[config.mk]
export PLATFORM = sky130hd
export DESIGN_NAME = mem_stage
export DESIGN_NICKNAME = d
export VERILOG_FILES = /design/src/rtl/mem_stage.sv
export SDC_FILE = /design/constraint.sdc
export NUM_CORES = 1
export LEC_CHECK = 0
export CAP_MARGIN = 20
export CELL_PAD_IN_SITES_DETAIL_PLACEMENT = 1
export CELL_PAD_IN_SITES_GLOBAL_PLACEMENT = 1
export CORE_MARGIN = 2
export CORE_UTILIZATION = 34
export DETAILED_ROUTE_END_ITERATION = 8
export GPL_ROUTABILITY_DRIVEN = 0
export GPL_TIMING_DRIVEN = 1
export PLACE_DENSITY_LB_ADDON = 0.1
export SETUP_SLACK_MARGIN = 0.3
export SYNTH_ARGS = -nofsm -noshare
export SYNTH_HDL_FRONTEND = slang
export SYNTH_SLANG_ARGS = --single-unit
export TNS_END_PERCENT = 50
[constraint.sdc]
create_clock -name clk -period 4.15 [get_ports clk]
set_input_delay 0.415 -clock clk [delete_from_list [all_inputs] [get_ports clk]]
set_output_delay 0.415 -clock clk [all_outputs]
set_load 0.02 [all_outputs]
[src/rtl/mem_stage.sv]
// MEM stage of the 5-stage MIPS core: registers the EX->MEM bus, extracts load data
// from the synchronous data SRAM and drives the MEM->WB and MEM->ID forwarding buses.
module mem_stage #(
    parameter int EX_TO_MEM_WD = 80,
    parameter int MEM_TO_WB_WD = 70,
    parameter int STALL_WD     = 6
) (
    input  logic                    clk,
    input  logic                    rst,
    input  logic [STALL_WD-1:0]     stall,
    input  logic [EX_TO_MEM_WD-1:0] ex_to_mem_bus,
    input  logic [31:0]             data_sram_rdata,
    output logic [MEM_TO_WB_WD-1:0] mem_to_wb_bus,
    output logic [37:0]             mem_to_id
);

    localparam logic [3:0] RD_LW  = 4'b1111;
    localparam logic [3:0] RD_LB  = 4'b0001;
    localparam logic [3:0] RD_LBU = 4'b0010;
    localparam logic [3:0] RD_LH  = 4'b0011;
    localparam logic [3:0] RD_LHU = 4'b0100;

    logic [EX_TO_MEM_WD-1:0] bus_q, bus_d;
    logic                    first_cyc_q, first_cyc_d;
    logic [31:0]             rdata_buf_q, rdata_buf_d;
    logic                    buf_vld_q, buf_vld_d;

    logic        busLoad;
    logic [3:0]  readEn;
    logic [31:0] pc;
    logic        selRfRes;
    logic        rfWe;
    logic [4:0]  rfWaddr;
    logic [31:0] exResult;
    logic [1:0]  byteOff;
    logic [31:0] rdEff;
    logic [7:0]  byteSel;
    logic [15:0] halfSel;
    logic [31:0] loadData;
    logic [31:0] rfWdata;
    logic        unusedBits;

    // The register moves whenever WB can accept what MEM holds; a stalled EX yields a bubble.
    assign busLoad = ~(stall[3] & stall[4]);

    always_comb begin
        bus_d       = bus_q;
        first_cyc_d = 1'b0;
        rdata_buf_d = rdata_buf_q;
        buf_vld_d   = buf_vld_q;
        if (busLoad) begin
            bus_d       = stall[3] ? '0 : ex_to_mem_bus;
            first_cyc_d = 1'b1;
            buf_vld_d   = 1'b0;
        end else if (first_cyc_q) begin
            rdata_buf_d = data_sram_rdata;
            buf_vld_d   = 1'b1;
        end
    end

    always_ff @(posedge clk) begin
        if (rst) begin
            bus_q       <= '0;
            first_cyc_q <= 1'b0;
            rdata_buf_q <= '0;
            buf_vld_q   <= 1'b0;
        end else begin
            bus_q       <= bus_d;
            first_cyc_q <= first_cyc_d;
            rdata_buf_q <= rdata_buf_d;
            buf_vld_q   <= buf_vld_d;
        end
    end

    assign readEn   = bus_q[79:76];
    assign pc       = bus_q[75:44];
    assign selRfRes = bus_q[38];
    assign rfWe     = bus_q[37];
    assign rfWaddr  = bus_q[36:32];
    assign exResult = bus_q[31:0];
    assign byteOff  = exResult[1:0];

    // SRAM data is only live in the op's first MEM cycle; afterwards the captured copy is used.
    assign rdEff = first_cyc_q ? data_sram_rdata : (buf_vld_q ? rdata_buf_q : 32'h0);

    always_comb begin
        byteSel = rdEff[7:0];
        case (byteOff)
            2'd0: byteSel = rdEff[7:0];
            2'd1: byteSel = rdEff[15:8];
            2'd2: byteSel = rdEff[23:16];
            2'd3: byteSel = rdEff[31:24];
            default: byteSel = rdEff[7:0];
        endcase
    end

    assign halfSel = (byteOff == 2'b10) ? rdEff[31:16] : rdEff[15:0];

    always_comb begin
        loadData = rdEff;
        case (readEn)
            RD_LW:   loadData = rdEff;
            RD_LB:   loadData = {{24{byteSel[7]}}, byteSel};
            RD_LBU:  loadData = {24'h0, byteSel};
            RD_LH:   loadData = {{16{halfSel[15]}}, halfSel};
            RD_LHU:  loadData = {16'h0, halfSel};
            default: loadData = rdEff;
        endcase
    end

    assign rfWdata = selRfRes ? loadData : exResult;

    assign mem_to_wb_bus = {pc, rfWe, rfWaddr, rfWdata};
    assign mem_to_id     = {rfWe, rfWaddr, rfWdata};

    assign unusedBits = ^{bus_q[43:39], stall[5], stall[2:0]};

endmodule

==> flow_summary.toml <==
[global_route]
grt_overflow = 0
antenna_found_initial = 0
grt_pass1_wl_mm = 31.0
grt.total_usage = 0.226
grt_pass1_vias = 5556
grt_max_degree = 56

[pwr]
p_leak_uw = 0.00278
power_uw = 2730
power_frac_seq = 0.414
cell_internal_pwr_uw = 1950
swShare = 0.286
p_sw_uw = 782
pwr_density_cell_nw_per_um2 = 351
ir_drop_uv = 208
p_clk_frac = 0.349
p_comb_frac = 0.237

[clocking]
post_cts_buffers = 0
clock_path_buffers = 2
htree_num_levels = 3
root_buffer = "clkbuf_16"
hold_buffers = 0
cts_buffers = 9
cts_sinks = 109
cts_tree = "done"
path_clk_slew_ps = 80
clkLatencyLatePin_ps = 360
cts_resized = 0

[yosys]
syn_area_um2 = 5650
netlist_instances = 650
ys_seq_elements = 109
ys.warnings.count = 0
seq_area_frac_synth = 0.387
avgSynthCellArea_um2 = 8.69
synth.distinct_cells = 41
syn_nets = 770

[detailed_routing]
dr.first_iter.drc_count = 398
wl_mm = 19.9
vias = 5328
ant_nets = 0
first_pass_iters = 5
vias_per_cell = 5.40
wl_per_cell_um = 20.2
drc = 0

[timing]
whs_ps = 459
setup_violations = 0
post-route-min-period_ps = 3650
max_freq_mhz = 274
finalClockSkew_ps = 7.52
slew_violations = 0
slew_headroom = 0.258
rsz0062_at_grt = "no"
final-hold-violation-count = 0
finalCritPeriodShare = 0.878
worst_slew_pin_slew_ps = 1110
setup_tns_ps = 0

[setup_path]
crit_slowest_cell = "clkdlybuf4s50_1"
timing.rr.start = "first_cyc_q"
worstPathRequired_ps = 3730
r2r_slack_ps = 2310
crit_chain = "buf_12, nor2b_2, buf_4, buf_4, a22o_1, o22ai_1, a221oi_1, clkdlybuf4s50_1"
worstPathArrival_ps = 3230
r2r_cells = 5
cp_max_fo = 55
reg2reg_to = "rdata_buf_q[13]"
critPathKind = "flop to output port"
crit_path_frequent_cell = "buf_4"
cp-end-kind = "output port"
max_stage_delay_ps = 720
start_kind = "flop"
setup.worst_path.start = "first_cyc_q"

[layout]
drive_above_1_share = 0.0640
antenna_cells = 0
area_delta_synth_final_pct = 37.7
num-nets-final = 881

[placement]
dpl.hpwl_mm = 14.7
io_buffers = 218

[floorplan]
die_h_um = 133
core_um2 = 16400
io-pin-count = 228
placementRows = 47
die_w_um = 133
die_area_um2 = 17700
start_util = 0.344

[outcome]
status = "finished clean"

[hold_path]
holdPathEnd = "rdata_buf_q[3]"
hold_depth = 2
hp-start = "rdata_buf_q[3]"
hp-class = "flop to flop"

[run]
drv_cap = 0
[logic make-up (layout without fill, tap and decap cells)]
group,Yosys count,count (layout),synth area share
AOI/OAI and AO/OA,237,237,0.315
and+or+nand+nor,159,159,0.117
xor gates and xnor gates,1,1,0.00155
buffers and inverters,136,252,0.148
muxes,8,8,0.0319
DFF,109,109,0.387
[through the flow]
step,cells,instance area (um2),util,setup slack (ps)
after CTS,984,7750,0.472,421
after global routing,986,7770,0.474,318
after detailed placement,968,7420,0.452,479
after global placement,967,7410,0.452,540
final,986,7770,0.474,504
after floorplan,650,5650,-,1540
[sequential cells by signal, summed over array words and instances, names as in the netlist]
signal	cells
rdata_buf_q	32
bus_q	75
first_cyc_q	1
buf_vld_q	1
[routing by layer]
| metal | global-route usage | share of wire |
|---|---|---|
| met3 | 0.0605 | 0.082 |
| met4 | 0.0830 | 0.026 |
| met2 | 0.361 | 0.47 |
| met5 | 0 | 0 |
| met1 | 0.292 | 0.42 |
[final cells by class]
cell class / instances / area [um2]
clock buffer: 10 / 229
clock inverter: 6 / 95.1
fill: 1819 / 8630
inverter: 1 / 3.75
multi-input combinational: 405 / 2650
sequential: 109 / 2180
tap: 220 / 275
timing repair buffer: 235 / 2340
[Yosys cell counts (all sizes together)]
| master | number | area [um2] |
|---|---|---|
| a211o | 1 | 8.76 |
| nor3 | 1 | 5.00 |
| nand2b | 1 | 6.26 |
| a221oi | 7 | 61.3 |
| and2 | 3 | 18.8 |
| mux4 | 8 | 180 |
| o21bai | 1 | 7.51 |
| and3 | 1 | 6.26 |
| nor4b | 1 | 8.76 |
| o21ba | 1 | 10.0 |
| nand3 | 1 | 5.00 |
| a21o | 1 | 7.51 |
| nor2 | 62 | 233 |
| xnor2 | 1 | 8.76 |
| buf | 105 | 718 |
| a21oi | 52 | 260 |
| o31a | 8 | 70.1 |
| a2111oi | 8 | 70.1 |
| o21a | 9 | 67.6 |
| a311oi | 1 | 26.3 |
| o21ai | 2 | 10.0 |
| nand2 | 78 | 293 |
| and3b | 2 | 17.5 |
| inv | 1 | 3.75 |
| a31oi | 19 | 119 |
| a22o | 89 | 780 |
| a31o | 1 | 8.76 |
| clkbuf | 30 | 113 |
| a22oi | 28 | 210 |
| or3 | 1 | 6.26 |
| nor3b | 2 | 20.0 |
| dfxtp | 109 | 2180 |
| o211ai | 2 | 20.0 |
| nor2b | 4 | 25.0 |
| o22ai | 7 | 43.8 |
| nand3b | 2 | 15.0 |
[worst max-delay path: cells and delay by family (launching register included)]
kind,cells,cell delay [ps]
DFF,1,330
buffers and inverters,4,1430
and+or+nand+nor,1,120
AOI/OAI and AO/OA,3,970
[power groups by stage]
stage          Clock [uW]  Combinational, uW  Sequential [uW]
2_1_floorplan           0                385             1140
3_3_place_gp            0                633             1150
3_5_place_dp            0                645             1150
4_1_cts               975                649             1130
5_1_grt              1020                690             1140
6_report              952                648             1130
[worst max path at each step]
stage                                    to  slack [ps]  depth (start not counted)
after floorplan           mem_to_wb_bus[12]        1540                          8
after detailed placement      mem_to_id[15]         480                          7
after global routing           mem_to_id[1]         320                          9
after global placement        mem_to_id[16]         540                          7
final                     mem_to_wb_bus[12]         500                          8
after CTS                     mem_to_id[15]         420                          7
[layout by cell type (no fill, tap or decap), drive strengths merged, types with 3 or more instances in the layout]
cell type / instances
clkdlybuf4s50: 218
nand2: 78
a22o: 89
clkinv: 3
nor2b: 4
clkbuf: 10
o22ai: 7
o21a: 9
nor2: 62
a221oi: 7
o31a: 8
a22oi: 28
buf: 17
dfxtp: 109
mux4: 8
and2: 3
a21oi: 52
a31oi: 19
a2111oi: 8
Power figures use the tool's default switching activity.
